`config.mk`:
```
export PLATFORM = sky130hd
export DESIGN_NAME = psg_multichannel
export DESIGN_NICKNAME = d
export VERILOG_FILES = /design/src/rtl/psg_multichannel.sv
export SDC_FILE = /design/constraint.sdc
export NUM_CORES = 1
export LEC_CHECK = 0
export CORE_MARGIN = 5
export CORE_UTILIZATION = 35
export DETAILED_ROUTE_END_ITERATION = 16
export HOLD_SLACK_MARGIN = 0.08
export PLACE_DENSITY_LB_ADDON = 0.05
export SLEW_MARGIN = 40
export SYNTH_ARGS = -nofsm -noshare
export SYNTH_HDL_FRONTEND = slang
export SYNTH_SLANG_ARGS = --single-unit
```
`constraint.sdc`:
```
create_clock -name clk -period 14.9 [get_ports clk]
set_input_delay 4.47 -clock clk [delete_from_list [all_inputs] [get_ports clk]]
set_output_delay 4.47 -clock clk [all_outputs]
set_load 0.1 [all_outputs]
```
`src/rtl/psg_multichannel.sv`:
```
// rtl/psg_multichannel.sv - multichannel programmable sound generator with tone/noise channels, mixer and PWM output
module psg_multichannel #(
    parameter int NUM_TONES   = 3,
    parameter int FREQ_BITS   = 10,
    parameter int CHAN_BITS   = 8,
    parameter int MASTER_BITS = 7,
    parameter int CLK_DIV     = 16,
    parameter int LFSR_BITS   = 16
) (
    input  logic                   clk,
    input  logic                   reset,
    input  logic                   wr_en,
    input  logic [3:0]             wr_addr,
    input  logic [FREQ_BITS-1:0]   wr_data,
    output logic [MASTER_BITS-1:0] sample,
    output logic                   tick,
    output logic                   pwm_out
);
    localparam int PW  = (CLK_DIV > 1) ? $clog2(CLK_DIV) : 1;
    localparam int NCW = (FREQ_BITS > 7) ? FREQ_BITS : 7;
    localparam int SW  = CHAN_BITS + $clog2(NUM_TONES + 1);
    localparam logic [LFSR_BITS-1:0] LFSR_SEED = {1'b1, {(LFSR_BITS-1){1'b0}}};
    localparam logic [CHAN_BITS-1:0] VOL_MAX   = {CHAN_BITS{1'b1}};
    localparam logic [CHAN_BITS+17:0] VOL_MAX_W = {18'b0, {CHAN_BITS{1'b1}}};
    localparam logic [CHAN_BITS+17:0] HALF_LSB  = {{(CHAN_BITS+2){1'b0}}, 1'b1, 15'b0};

    logic [PW-1:0]          pre_cnt;
    logic                   tick_int;
    logic [FREQ_BITS-1:0]   tone_period [NUM_TONES];
    logic [3:0]             tone_attn   [NUM_TONES];
    logic [FREQ_BITS-1:0]   tone_cnt    [NUM_TONES];
    logic [NUM_TONES-1:0]   tone_ff;
    logic [NUM_TONES-1:0]   tone_out;
    logic [2:0]             noise_ctrl;
    logic [3:0]             noise_attn;
    logic [NCW-1:0]         noise_cnt;
    logic [NCW-1:0]         noise_half;
    logic                   noise_clk;
    logic                   noise_wr;
    logic                   lfsr_fb;
    logic [LFSR_BITS-1:0]   lfsr;
    logic [SW-1:0]          mix_sum;
    logic [CHAN_BITS-1:0]   mix_clamp;
    logic [MASTER_BITS-1:0] pwm_cnt;
    logic [MASTER_BITS-1:0] duty;

    // Volume = round((2^CHAN_BITS-1) * 10^(-attn/10)); scale factors are 10^(-attn/10) in Q16.
    function automatic logic [CHAN_BITS-1:0] atten_vol(input logic [3:0] attn);
        logic [16:0]          scale;
        logic [CHAN_BITS+17:0] prod;
        case (attn)
            4'd0:    scale = 17'd65536;
            4'd1:    scale = 17'd52057;
            4'd2:    scale = 17'd41350;
            4'd3:    scale = 17'd32846;
            4'd4:    scale = 17'd26090;
            4'd5:    scale = 17'd20724;
            4'd6:    scale = 17'd16462;
            4'd7:    scale = 17'd13076;
            4'd8:    scale = 17'd10387;
            4'd9:    scale = 17'd8250;
            4'd10:   scale = 17'd6554;
            4'd11:   scale = 17'd5206;
            4'd12:   scale = 17'd4135;
            4'd13:   scale = 17'd3285;
            4'd14:   scale = 17'd2609;
            default: scale = 17'd0;
        endcase
        prod = VOL_MAX_W * {{(CHAN_BITS+1){1'b0}}, scale} + HALF_LSB;
        return CHAN_BITS'(prod >> 16);
    endfunction

    assign tick_int = (pre_cnt == PW'(CLK_DIV - 1));
    assign tick     = tick_int & ~reset;
    assign noise_wr = wr_en & (wr_addr == 4'd7);

    // Prescaler: free-running 0..CLK_DIV-1, generators advance on the terminal count.
    always_ff @(posedge clk) begin
        if (reset || tick_int) pre_cnt <= '0;
        else                   pre_cnt <= pre_cnt + 1'b1;
    end

    // Register file; unmapped addresses fall through every compare and change nothing.
    always_ff @(posedge clk) begin
        if (reset) begin
            for (int a = 0; a < NUM_TONES; a++) begin
                tone_period[a] <= '0;
                tone_attn[a]   <= 4'hf;
            end
            noise_ctrl <= 3'b100;
            noise_attn <= 4'hf;
        end else if (wr_en) begin
            for (int a = 0; a < NUM_TONES; a++) begin
                if (wr_addr == 4'(a))     tone_period[a] <= wr_data;
                if (wr_addr == 4'(8 + a)) tone_attn[a]   <= wr_data[3:0];
            end
            if (wr_addr == 4'd7)  noise_ctrl <= wr_data[2:0];
            if (wr_addr == 4'd15) noise_attn <= wr_data[3:0];
        end
    end

    // Tone generators; the >= compare makes a shrinking period toggle on the next tick instead of wrapping.
    always_ff @(posedge clk) begin
        for (int a = 0; a < NUM_TONES; a++) begin
            if (reset) begin
                tone_cnt[a] <= '0;
                tone_ff[a]  <= 1'b0;
            end else if (tone_period[a] == '0) begin
                tone_cnt[a] <= '0;
            end else if (tick_int) begin
                if (tone_cnt[a] >= tone_period[a] - 1'b1) begin
                    tone_cnt[a] <= '0;
                    tone_ff[a]  <= ~tone_ff[a];
                end else begin
                    tone_cnt[a] <= tone_cnt[a] + 1'b1;
                end
            end
        end
    end

    // Channel outputs: period 0 is DC high; noise half-period select and feedback tap.
    always_comb begin
        for (int a = 0; a < NUM_TONES; a++)
            tone_out[a] = (tone_period[a] == '0) | tone_ff[a];
        case (noise_ctrl[1:0])
            2'd0:    noise_half = NCW'(16);
            2'd1:    noise_half = NCW'(32);
            2'd2:    noise_half = NCW'(64);
            default: noise_half = (tone_period[NUM_TONES-1] == '0) ? NCW'(1)
                                                                   : NCW'(tone_period[NUM_TONES-1]);
        endcase
        lfsr_fb = noise_ctrl[2] ? (lfsr[0] ^ lfsr[3]) : lfsr[0];
    end

    // Noise generator: the LFSR steps when the internal noise clock rises; a control write restarts it.
    always_ff @(posedge clk) begin
        if (reset || noise_wr) begin
            noise_cnt <= '0;
            noise_clk <= 1'b0;
            lfsr      <= LFSR_SEED;
        end else if (tick_int) begin
            if (noise_cnt >= noise_half - 1'b1) begin
                noise_cnt <= '0;
                noise_clk <= ~noise_clk;
                if (!noise_clk) lfsr <= {lfsr_fb, lfsr[LFSR_BITS-1:1]};
            end else begin
                noise_cnt <= noise_cnt + 1'b1;
            end
        end
    end

    // Mixer: full-width sum of gated volumes, clamped to the channel full scale.
    always_comb begin
        mix_sum = '0;
        for (int a = 0; a < NUM_TONES; a++)
            if (tone_out[a]) mix_sum = mix_sum + SW'(atten_vol(tone_attn[a]));
        if (lfsr[0]) mix_sum = mix_sum + SW'(atten_vol(noise_attn));
        mix_clamp = (mix_sum > SW'(VOL_MAX)) ? VOL_MAX : mix_sum[CHAN_BITS-1:0];
    end

    // Output sample register: top MASTER_BITS of the clamped mix.
    always_ff @(posedge clk) begin
        if (reset) sample <= '0;
        else       sample <= mix_clamp[CHAN_BITS-1 -: MASTER_BITS];
    end

    // PWM: duty only reloads at counter wrap so each period is glitch-free.
    always_ff @(posedge clk) begin
        if (reset) begin
            pwm_cnt <= '0;
            duty    <= '0;
            pwm_out <= 1'b0;
        end else begin
            pwm_cnt <= pwm_cnt + 1'b1;
            if (pwm_cnt == '1) duty <= sample;
            pwm_out <= (pwm_cnt < duty);
        end
    end
endmodule

```
==> run metrics <==
n_diodes 0; total congestion overflow 0; Worst slew margin 45.4%; synthesized flop and latch total 152; path depth of the worst reg2reg path between 40 and 50; initial DRC count 465; Max Clock Freq between 90 and 100 MHz; Multi-input gate area 16000 um2; outcome completed; critical-path maximum fanout 9; Worst Tran Pin Value 0.819 ns; row count 91; CTS Sinks 152; CORE AREA 61500 um2; Synth Net Count between 2000 and 3000; Hold Path Class reg2reg; DRC 0; most frequent cells after synthesis inv_1 (465), ha_1 (309), fa_1 (293), nor2_1 (158), nand2_1 (157); Synth area leaders fa_1 (27%), ha_1 (18%), edfxtp_1 (10%); first-pass GRT wire length 79500 um; Hold Startpoint pwm_cnt[0]$_SDFF_PP0_; post-synth top area cell fa_1; Worst Hold Path Cells 1; worst hold path endpoint pwm_cnt[0]$_SDFF_PP0_; IO buf count 25; Mapped Area 21700 um2; Max clock buf depth 2; CTS tree done; Max Cap Violations 0; top cell family by delay on the critical path adder cells; Max Slew Vio Count 0; Tot GR Track Use 14.4%; final hold slack 0.463 ns; Post-CTS Setup Repair Bufs 0; post-route minimum period 10.38 ns; RSZ-0062 raised after global routing false; antenna viol nets, final 0; ys async rst share 0%; Synth Instances 2297; Yosys Warn Count 0; die height 259 um; WP data required 15.21 ns; die span in x approximately 260 um; Post-Route Skew 0.0150 ns; Final setup viols 0; routed wire length 46100 um; Main synth FF type dfxtp_1; r2r startpoint tone_attn[0][0]$_DFFE_PP_; # nets final 2923; Layout area overhead 7.80%; Worst Path Arrival 10.69 ns; Unique masters post-synth 71; CP max stage delay 0.64 ns; CTS Root Cell clkbuf_16; VDD IR-drop max approximately 110 uV; Inserted Clock Buffers 17; fin crit share a little over two thirds; worst-skew pair later-pin latency 0.44 ns; Tot Pwr 3930 uW; Avg Synthesized Cell Area 9.43 um2; sequential-to-total area share from yosys stat 17.4%; Leak Pwr 0.0118 uW; WL/cell 14.8 um; Reg area 3760 um2; largest net degree at the start of global routing 39; Final HPWL DP 39600 um; initial antenna violation count 0; Starting Density 35.2%; cts repair resizes 0; r2r endpoint sample[0]$_SDFF_PP0_; clock slew at reported path FFs 0.06 ns; FF-to-FF setup slack 4.52 ns; setup TNS 0 ns; H-tree level count 4; Filler cells around 6300; via/cell ratio 4.70; full die area 67000 um2; I/O pin count 26; Via Count 14600; Worst setup EP type register; Synth top area share 27.1%; Post-CTS Hold Buffers 0; Crit-path slowest cell fa_1; CP bufs+invs 5; most frequent cell after synthesis inv_1; type of the worst setup path reg2reg; layout cell share with drive strength beyond 1 4.14%; Hold Fails Final Rpt 0; vias in the first global route 15500; DRT Pass-1 Iters 5; Setup crit start kind register; power per cell area 168 nW/um2; number of enable flip-flop cells after synthesis ~70; GP Congestion 0.771
==> placed cells by master, fill, tap and decap left out, types with 12 or more instances in the layout <==
master / count
inv_1: 466
ha_1: 309
fa_1: 293
nor2_1: 158
nand2_1: 157
a21oi_1: 88
xnor2_1: 80
dfxtp_1: 80
edfxtp_1: 72
o21ai_0: 66
a21o_1: 60
xor2_1: 55
nand3_1: 37
mux2i_1: 35
nand2b_1: 27
nor3_1: 27
and3_1: 25
nor2b_1: 22
clkbuf_16: 17
clkdlybuf4s50_1: 15
o21a_1: 14
or3_1: 13
and2_1: 12
a211oi_1: 12
==> report_power, final <==
part           leakage [uW]  internal (uW)  switching [uW]
logic                0.0101           1300            1740
clock network      0.000268            231             183
registers           0.00136            451            22.4
total                0.0118           1980            1940
==> cell families after synthesis <==
group,after synthesis,share of synthesized area (%)
adders and majority gates,603,45.0
and+or+nand+nor,526,11.5
buffers and inverters,512,8.88
AOI/OAI and AO/OA,325,9.73
DFF,152,17.4
xor gates and xnor gates,136,5.53
muxes,43,2.03
==> metal layers <==
metal  GRT usage, %  vias up  part of all wire [%]  routed length (um)
met2           24.8      110                    48               22400
met3           1.33       32                   1.4                 629
met4           2.58        0                   1.1                 510
met5              0        -                     0                   0
li1               -     7412                     -                   -
met1           20.1     7048                    49               22600
==> per-stage QoR <==
step           setup slack, ns  utilization, %  cells  cell area [um2]
6_report                  4.52            38.0   3107            23400
5_1_grt                   3.64            38.0   3107            23400
4_1_cts                   4.14            37.9   3103            23300
3_5_place_dp              4.18            37.0   3071            22700
3_3_place_gp              4.14            37.0   3071            22800
2_1_floorplan             4.48               -   2297            21700
==> worst reg2reg max path, delay by kind of cell, from the launching register on <==
family                   cells  cell delay (ns)
AND/OR/NAND/NOR             11             2.46
AO/OA/AOI/OAI               16             3.31
buffers and inverters        5             0.37
adder cells (fa/ha/maj)      9             3.58
flip-flops                   1             0.55
==> cell type report <==
class	instances	share of cell area [%]
clock buffers	18	1.84
well taps	790	4.23
multi-input cells	1633	68.6
inverters	465	7.47
clock inverters	14	0.530
flip-flops and latches	152	16.1
repair buffers	35	1.24
==> worst max path at each step <==
stage / startpoint / to / slack (ns) / depth (start not counted)
3_5_place_dp: tone_attn[0][4]$_DFFE_PP_ / sample[0]$_SDFF_PP0_ / 4.18 / 42
5_1_grt: tone_attn[0][5]$_DFFE_PP_ / sample[5]$_SDFF_PP0_ / 3.64 / 42
2_1_floorplan: reset / tick / 4.48 / 2
6_report: tone_attn[0][0]$_DFFE_PP_ / sample[0]$_SDFF_PP0_ / 4.52 / 41
3_3_place_gp: reset / tick / 4.14 / 4
4_1_cts: tone_attn[0][4]$_DFFE_PP_ / sample[0]$_SDFF_PP0_ / 4.14 / 42
Note: power is estimated with default switching activity, not from simulation.
